[config.mk]
export PLATFORM = sky130hd
export DESIGN_NAME = ts_packet_arbiter
export DESIGN_NICKNAME = d
export VERILOG_FILES = /design/src/rtl/ts_packet_arbiter_pkg.sv /design/src/rtl/ts_rr_arbiter.sv /design/src/rtl/ts_packet_arbiter.sv
export SDC_FILE = /design/constraint.sdc
export NUM_CORES = 1
export LEC_CHECK = 0
export CAP_MARGIN = 40
export CORE_UTILIZATION = 52
export CTS_BUF_LIST = sky130_fd_sc_hd__clkbuf_8
export CTS_CLUSTER_SIZE = 14
export DETAILED_ROUTE_END_ITERATION = 7
export PLACE_DENSITY = 0.88
export SLEW_MARGIN = 30
export SYNTH_ARGS = -nofsm -noshare
export SYNTH_HDL_FRONTEND = slang
export SYNTH_HIERARCHICAL = 1
export SYNTH_SLANG_ARGS = --single-unit
[constraint.sdc]
create_clock -name clk -period 6.4 [get_ports clk]
set_input_delay 0.64 -clock clk [delete_from_list [all_inputs] [get_ports clk]]
set_output_delay 0.64 -clock clk [all_outputs]
set_load 0.01 [all_outputs]
[src/rtl/ts_packet_arbiter_pkg.sv]
// Shared constants, FSM state encoding and null-packet byte lookup for the TS packet arbiter.
// Null-packet constants are used only when TS_NULL_INSERT_EN is defined.
package ts_packet_arbiter_pkg;

  localparam logic [7:0]  TsSyncByte  = 8'h47;
  localparam int unsigned TsPktLen188 = 188;
  localparam int unsigned TsPktLen204 = 204;

  // Null packet: PID 0x1FFF, payload-only adaptation field control, filled with 0xFF.
  localparam logic [7:0] TsNullHdr1 = 8'h1F;
  localparam logic [7:0] TsNullHdr2 = 8'hFF;
  localparam logic [7:0] TsNullHdr3 = 8'h10;
  localparam logic [7:0] TsNullFill = 8'hFF;

  typedef enum logic [1:0] {
    StIdle = 2'd0,
    StXfer = 2'd1,
    StNull = 2'd2
  } state_e;

  function automatic logic [7:0] null_byte(input int unsigned idx);
    case (idx)
      0:       return TsSyncByte;
      1:       return TsNullHdr1;
      2:       return TsNullHdr2;
      3:       return TsNullHdr3;
      default: return TsNullFill;
    endcase
  endfunction

endpackage

[src/rtl/ts_rr_arbiter.sv]
// Combinational round-robin pick: first set request at or after ptr_i, wrapping modulo N_SRC.
module ts_rr_arbiter #(
  parameter int unsigned N_SRC = 4,
  parameter int unsigned PtrW  = $clog2(N_SRC)
) (
  input  logic [N_SRC-1:0] req_i,
  input  logic [PtrW-1:0]  ptr_i,
  output logic [N_SRC-1:0] pick_o,
  output logic [PtrW-1:0]  idx_o,
  output logic             valid_o
);

  always_comb begin
    int unsigned cand;
    logic [PtrW-1:0] cidx;
    logic found;
    cand    = 0;
    cidx    = '0;
    found   = 1'b0;
    pick_o  = '0;
    idx_o   = '0;
    valid_o = 1'b0;
    for (int unsigned off = 0; off < N_SRC; off++) begin
      cand = (32'(ptr_i) + off) % N_SRC;
      cidx = PtrW'(cand);
      if (!found && req_i[cidx]) begin
        found        = 1'b1;
        pick_o[cidx] = 1'b1;
        idx_o        = cidx;
        valid_o      = 1'b1;
      end
    end
  end

endmodule

[src/rtl/ts_packet_arbiter.sv]
// Packet-granular round-robin mux of N_SRC parallel TS sources onto one 8-bit TS output.
// Define TS_NULL_INSERT_EN to emit null packets whenever no source is requesting.
module ts_packet_arbiter
  import ts_packet_arbiter_pkg::*;
#(
  parameter int unsigned N_SRC   = 4,
  parameter int unsigned PKT_LEN = TsPktLen188
) (
  input  logic               clk,
  input  logic               rst,
  input  logic [8*N_SRC-1:0] in_data,
  input  logic [N_SRC-1:0]   in_valid,
  input  logic [N_SRC-1:0]   in_sync,
  input  logic [N_SRC-1:0]   req,
  output logic [N_SRC-1:0]   gnt,
  output logic [7:0]         out_data,
  output logic               out_valid,
  output logic               out_sync,
  output logic               busy,
  output logic               sync_err
);

  localparam int unsigned PtrW = $clog2(N_SRC);
  localparam int unsigned CntW = $clog2(PKT_LEN);
  localparam logic [CntW-1:0] LastCnt = CntW'(PKT_LEN - 1);
  localparam logic [PtrW-1:0] LastSrc = PtrW'(N_SRC - 1);

  state_e            state_q, state_d;
  logic [N_SRC-1:0]  gnt_q, gnt_d;
  logic [PtrW-1:0]   ptr_q, ptr_d;
  logic [PtrW-1:0]   sel_q, sel_d;
  logic [CntW-1:0]   cnt_q, cnt_d;
  logic [7:0]        out_data_q, out_data_d;
  logic              out_valid_q, out_valid_d;
  logic              out_sync_q, out_sync_d;
  logic              sync_err_q, sync_err_d;

  logic [N_SRC-1:0]  pick;
  logic [PtrW-1:0]   pick_idx;
  logic              pick_valid;

  logic [7:0]        src_data [N_SRC];
  logic [7:0]        cur_data;
  logic              cur_valid;
  logic              cur_sync;

  for (genvar i = 0; i < N_SRC; i++) begin : g_src_data
    assign src_data[i] = in_data[8*i +: 8];
  end

  assign cur_data  = src_data[sel_q];
  assign cur_valid = in_valid[sel_q];
  assign cur_sync  = in_sync[sel_q];

  ts_rr_arbiter #(
    .N_SRC (N_SRC),
    .PtrW  (PtrW)
  ) u_rr_arbiter (
    .req_i   (req),
    .ptr_i   (ptr_q),
    .pick_o  (pick),
    .idx_o   (pick_idx),
    .valid_o (pick_valid)
  );

  always_comb begin
    state_d     = state_q;
    gnt_d       = gnt_q;
    ptr_d       = ptr_q;
    sel_d       = sel_q;
    cnt_d       = cnt_q;
    out_data_d  = out_data_q;
    out_valid_d = 1'b0;
    out_sync_d  = 1'b0;
    sync_err_d  = sync_err_q;

    case (state_q)
      StIdle: begin
        if (pick_valid) begin
          gnt_d   = pick;
          sel_d   = pick_idx;
          ptr_d   = (pick_idx == LastSrc) ? '0 : pick_idx + PtrW'(1);
          cnt_d   = '0;
          state_d = StXfer;
        end
`ifdef TS_NULL_INSERT_EN
        else begin
          cnt_d   = '0;
          state_d = StNull;
        end
`endif
      end

      StXfer: begin
        // A stalled source simply holds the count; there is deliberately no timeout.
        if (cur_valid) begin
          out_data_d  = cur_data;
          out_valid_d = 1'b1;
          out_sync_d  = (cnt_q == '0);
          if ((cnt_q == '0) && (!cur_sync || (cur_data != TsSyncByte))) begin
            sync_err_d = 1'b1;
          end
          if (cnt_q == LastCnt) begin
            gnt_d   = '0;
            cnt_d   = '0;
            state_d = StIdle;
          end else begin
            cnt_d = cnt_q + CntW'(1);
          end
        end
      end

`ifdef TS_NULL_INSERT_EN
      StNull: begin
        out_data_d  = null_byte(32'(cnt_q));
        out_valid_d = 1'b1;
        out_sync_d  = (cnt_q == '0);
        if (cnt_q == LastCnt) begin
          cnt_d   = '0;
          state_d = StIdle;
        end else begin
          cnt_d = cnt_q + CntW'(1);
        end
      end
`endif

      default: begin
        gnt_d   = '0;
        cnt_d   = '0;
        state_d = StIdle;
      end
    endcase
  end

  always_ff @(posedge clk or posedge rst) begin
    if (rst) begin
      state_q     <= StIdle;
      gnt_q       <= '0;
      ptr_q       <= '0;
      sel_q       <= '0;
      cnt_q       <= '0;
      out_data_q  <= '0;
      out_valid_q <= 1'b0;
      out_sync_q  <= 1'b0;
      sync_err_q  <= 1'b0;
    end else begin
      state_q     <= state_d;
      gnt_q       <= gnt_d;
      ptr_q       <= ptr_d;
      sel_q       <= sel_d;
      cnt_q       <= cnt_d;
      out_data_q  <= out_data_d;
      out_valid_q <= out_valid_d;
      out_sync_q  <= out_sync_d;
      sync_err_q  <= sync_err_d;
    end
  end

  assign gnt       = gnt_q;
  assign out_data  = out_data_q;
  assign out_valid = out_valid_q;
  assign out_sync  = out_sync_q;
  assign busy      = (state_q != StIdle);
  assign sync_err  = sync_err_q;

endmodule

==> results_dict.tcl <==
set metrics [dict create \
    status "completed" \
    worst_pin_slew_ns 0.573 \
    start_kind "flop" \
    maxCapViolations 0 \
    endpoint_kind "flop" \
    post-dp-hpwl_um 3570 \
    area_growth_pct 34.4 \
    synth_top_area_share_pct 35.9 \
    hold_start "sync_err" \
    grt_max_degree 29 \
    wl_per_cell_um 16.8 \
    fill_cells 241 \
    critPathKind "flop to flop" \
    die-area_um2 4000 \
    start_util_pct 56.2 \
    p_leak_nw 1.12 \
    rsz0062_at_grt "no" \
    antenna_found_initial 0 \
    hold_end "sync_err" \
    cp.arrival_ns 3.36 \
    io_pins 62 \
    syn_inst 192 \
    finalSetupViolCount 0 \
    yosysTopAreaCell "dfrtp_1" \
    drive_gt1_share_pct 6.85 \
    drc 0 \
    cts_resized 0 \
    via_per_inst 5.98 \
    r2r_end "cnt_q[6]" \
    drtPass1Iterations 4 \
    core_area_um2 3470 \
    cts_buffers 3 \
    place_area_um2 2550 \
    fin_crit_sh_pct 49.1 \
    multi_input_area_um2 1140 \
    ys_seq_elements 28 \
    cts_tree "built" \
    crit_buf_inv 2 \
    final_cells 294 \
    grt_pass1_vias 1781 \
    grt_pass1_wl_um 8160 \
    hold_viol 0 \
    synth-seq-area-share_pct 35.9 \
    tns_ns 0 \
    clockBufferDepth 2 \
    regToRegSetupSlack_ns 3.26 \
    vias 1758 \
    critPathRequiredTime_ns 6.62 \
    diodes 0 \
    path_cells "inv_1 -> ha_1 -> mux4_2 -> nor3_1 -> nand2b_1 -> nor2b_1 -> buf_4 -> or4_1 -> o21ai_0" \
    ir_drop_mv 0.204 \
    r2r_start "ptr_q[0]" \
    grt-ovfl-total 0 \
    cpMaxStageDelayCell "dfrtp_1" \
    fin_util_pct 75.6 \
    drt-total-wl_um 4950 \
    drtAntennaViolNets 0 \
    synth_top_cells_by_area "dfrtp_1, mux4_1, nand2_1, mux4_2, ha_1" \
    cts_sinks 28 \
    hp-class "flop to flop" \
    die-height_um 63.2 \
    finClkSkew_ns 0.00205 \
    whs_path_depth 1 \
    yosys_warnings 6 \
    register_area_um2 701 \
    path_delay_family "simple AND/OR/NAND/NOR gates" \
    clock_tree.root_cell "clkbuf_8" \
    slowest_delay_ns 0.69 \
    r2r_cells 9 \
    design_area_um2 2620 \
    grt_usage_pct 26.4 \
    port-buffer-count 61 \
    placedCellCount 290 \
    postCtsHoldBufs 0 \
    fin_crit_ns 3.14 \
    clock_latency_ns 0.29 \
    final_nets 303 \
    syn_nets 246 \
    synth_area_per_cell_um2 10.2 \
    syn_area_um2 1950 \
    clock.fmax_ghz 0.318 \
    crit_fanout 14 \
    clk_pin_slew_ns 0.10 \
    drt_iter0_markers 93 \
    cts_setup_buffers 0 \
    rows 21 \
    dieWidth_um 63.2 \
    drv_slew 0 \
    power_density_nw_per_um2 403 \
    slew_headroom_pct 61.7 \
    htree_levels 1 \
    ys_types 42 \
    place_congestion 0.880 \
]
## worst register-to-register path: stages, from the launching register on
cell and delay, ns:
dfrtp_1 0.69, inv_1 0.15, ha_1 0.39, mux4_2 0.45, nor3_1 0.28, nand2b_1 0.12
nor2b_1 0.23, buf_4 0.21, or4_1 0.49, o21ai_0 0.08
## placed cells by master (no fill, tap or decap), types with 2 or more instances in the layout
master	instances
clkbuf_8	3
mux4_2	5
mux2_2	2
inv_1	8
a21oi_1	3
dfrtp_1	28
a41oi_1	2
a22oi_1	8
nor3_1	2
nand3_1	5
nor2_1	8
clkdlybuf4s50_1	61
nand2b_1	2
o21ai_0	11
o31ai_1	4
and3_1	2
a21o_1	2
inv_2	2
nand4_1	3
nand2_1	48
mux4_1	9
ha_1	8
## metal layers
metal  vias up  share of wire [%]  global-route usage, %  routed length (µm)
met2        82                 53                   47.2                2630
met3        13                5.6                   3.08                 275
li1        824                  -                      -                   -
met1       839                 39                   30.9                1920
met5         -                  0                      0                   0
met4         0                2.5                   13.4                 122
## kinds of logic after synthesis
logic type	count (synthesis)	synth area share, %
compound gates	37	13.1
simple gates	82	20.5
buf+inv	20	5.77
mux	17	19.6
flops	28	35.9
fa+ha+maj	8	5.13
## state kept, by name, indices dropped and copies added, names as in the netlist
name	flops
cnt_q	8
out_data	8
gnt	4
ptr_q	2
sel_q	2
out_sync	1
out_valid	1
state_q	1
sync_err	1
## power breakdown
part           internal [W]  total (W)  switching [W]
clock network     0.0000840   0.000145      0.0000610
registers          0.000243   0.000327      0.0000843
logic              0.000292   0.000585       0.000293
total              0.000619    0.00106       0.000438
## worst max-delay path by stage
stage,start,to,cells after the start
global placement,req[3],cnt_q[6],7
finish,ptr_q[0],cnt_q[6],9
CTS,ptr_q[0],cnt_q[6],9
global route,ptr_q[0],cnt_q[6],9
detailed placement,req[3],cnt_q[6],8
floorplan,ptr_q[0],cnt_q[6],10
## layout make-up
cell class              instances  share of cell area [%]
flip-flops and latches         28                    26.7
inverters                      10                    1.43
multi-input cells             144                    43.4
clock buffers                   3                    1.57
repair buffers                 62                    23.6
clock inverters                 1                    1.15
well taps                      46                    2.19
## through the flow
step                      setup WS (ns)  hold WS [ns]  total power (W)
after global placement             3.31         0.449         0.000869
after floorplan                    3.90         0.493         0.000734
final                              3.26         0.481          0.00106
after CTS                          3.26         0.485          0.00105
after detailed placement           3.16         0.453         0.000899
after global routing               3.05         0.503          0.00113
## cells in the mapped netlist (all sizes together)
cell type / number
a32o: 1
a221oi: 1
mux4: 14
o31ai: 4
or4: 1
nor2b: 1
and3b: 1
nand4b: 1
nand2: 49
dfrtp: 28
nor3: 2
and4bb: 1
nand3: 5
and2b: 1
nand4: 3
or3: 1
mux2i: 1
o211ai: 1
and4: 1
o311ai: 1
nor4: 1
a41oi: 2
o211a: 1
nand2b: 2
ha: 8
mux2: 2
nor4b: 1
a21oi: 3
buf: 5
a311oi: 1
nor2: 8
clkbuf: 5
and3: 2
inv: 10
a21o: 2
nand3b: 1
a211o: 1
o21ai: 11
a22oi: 8
Power figures use the tool's default switching activity.
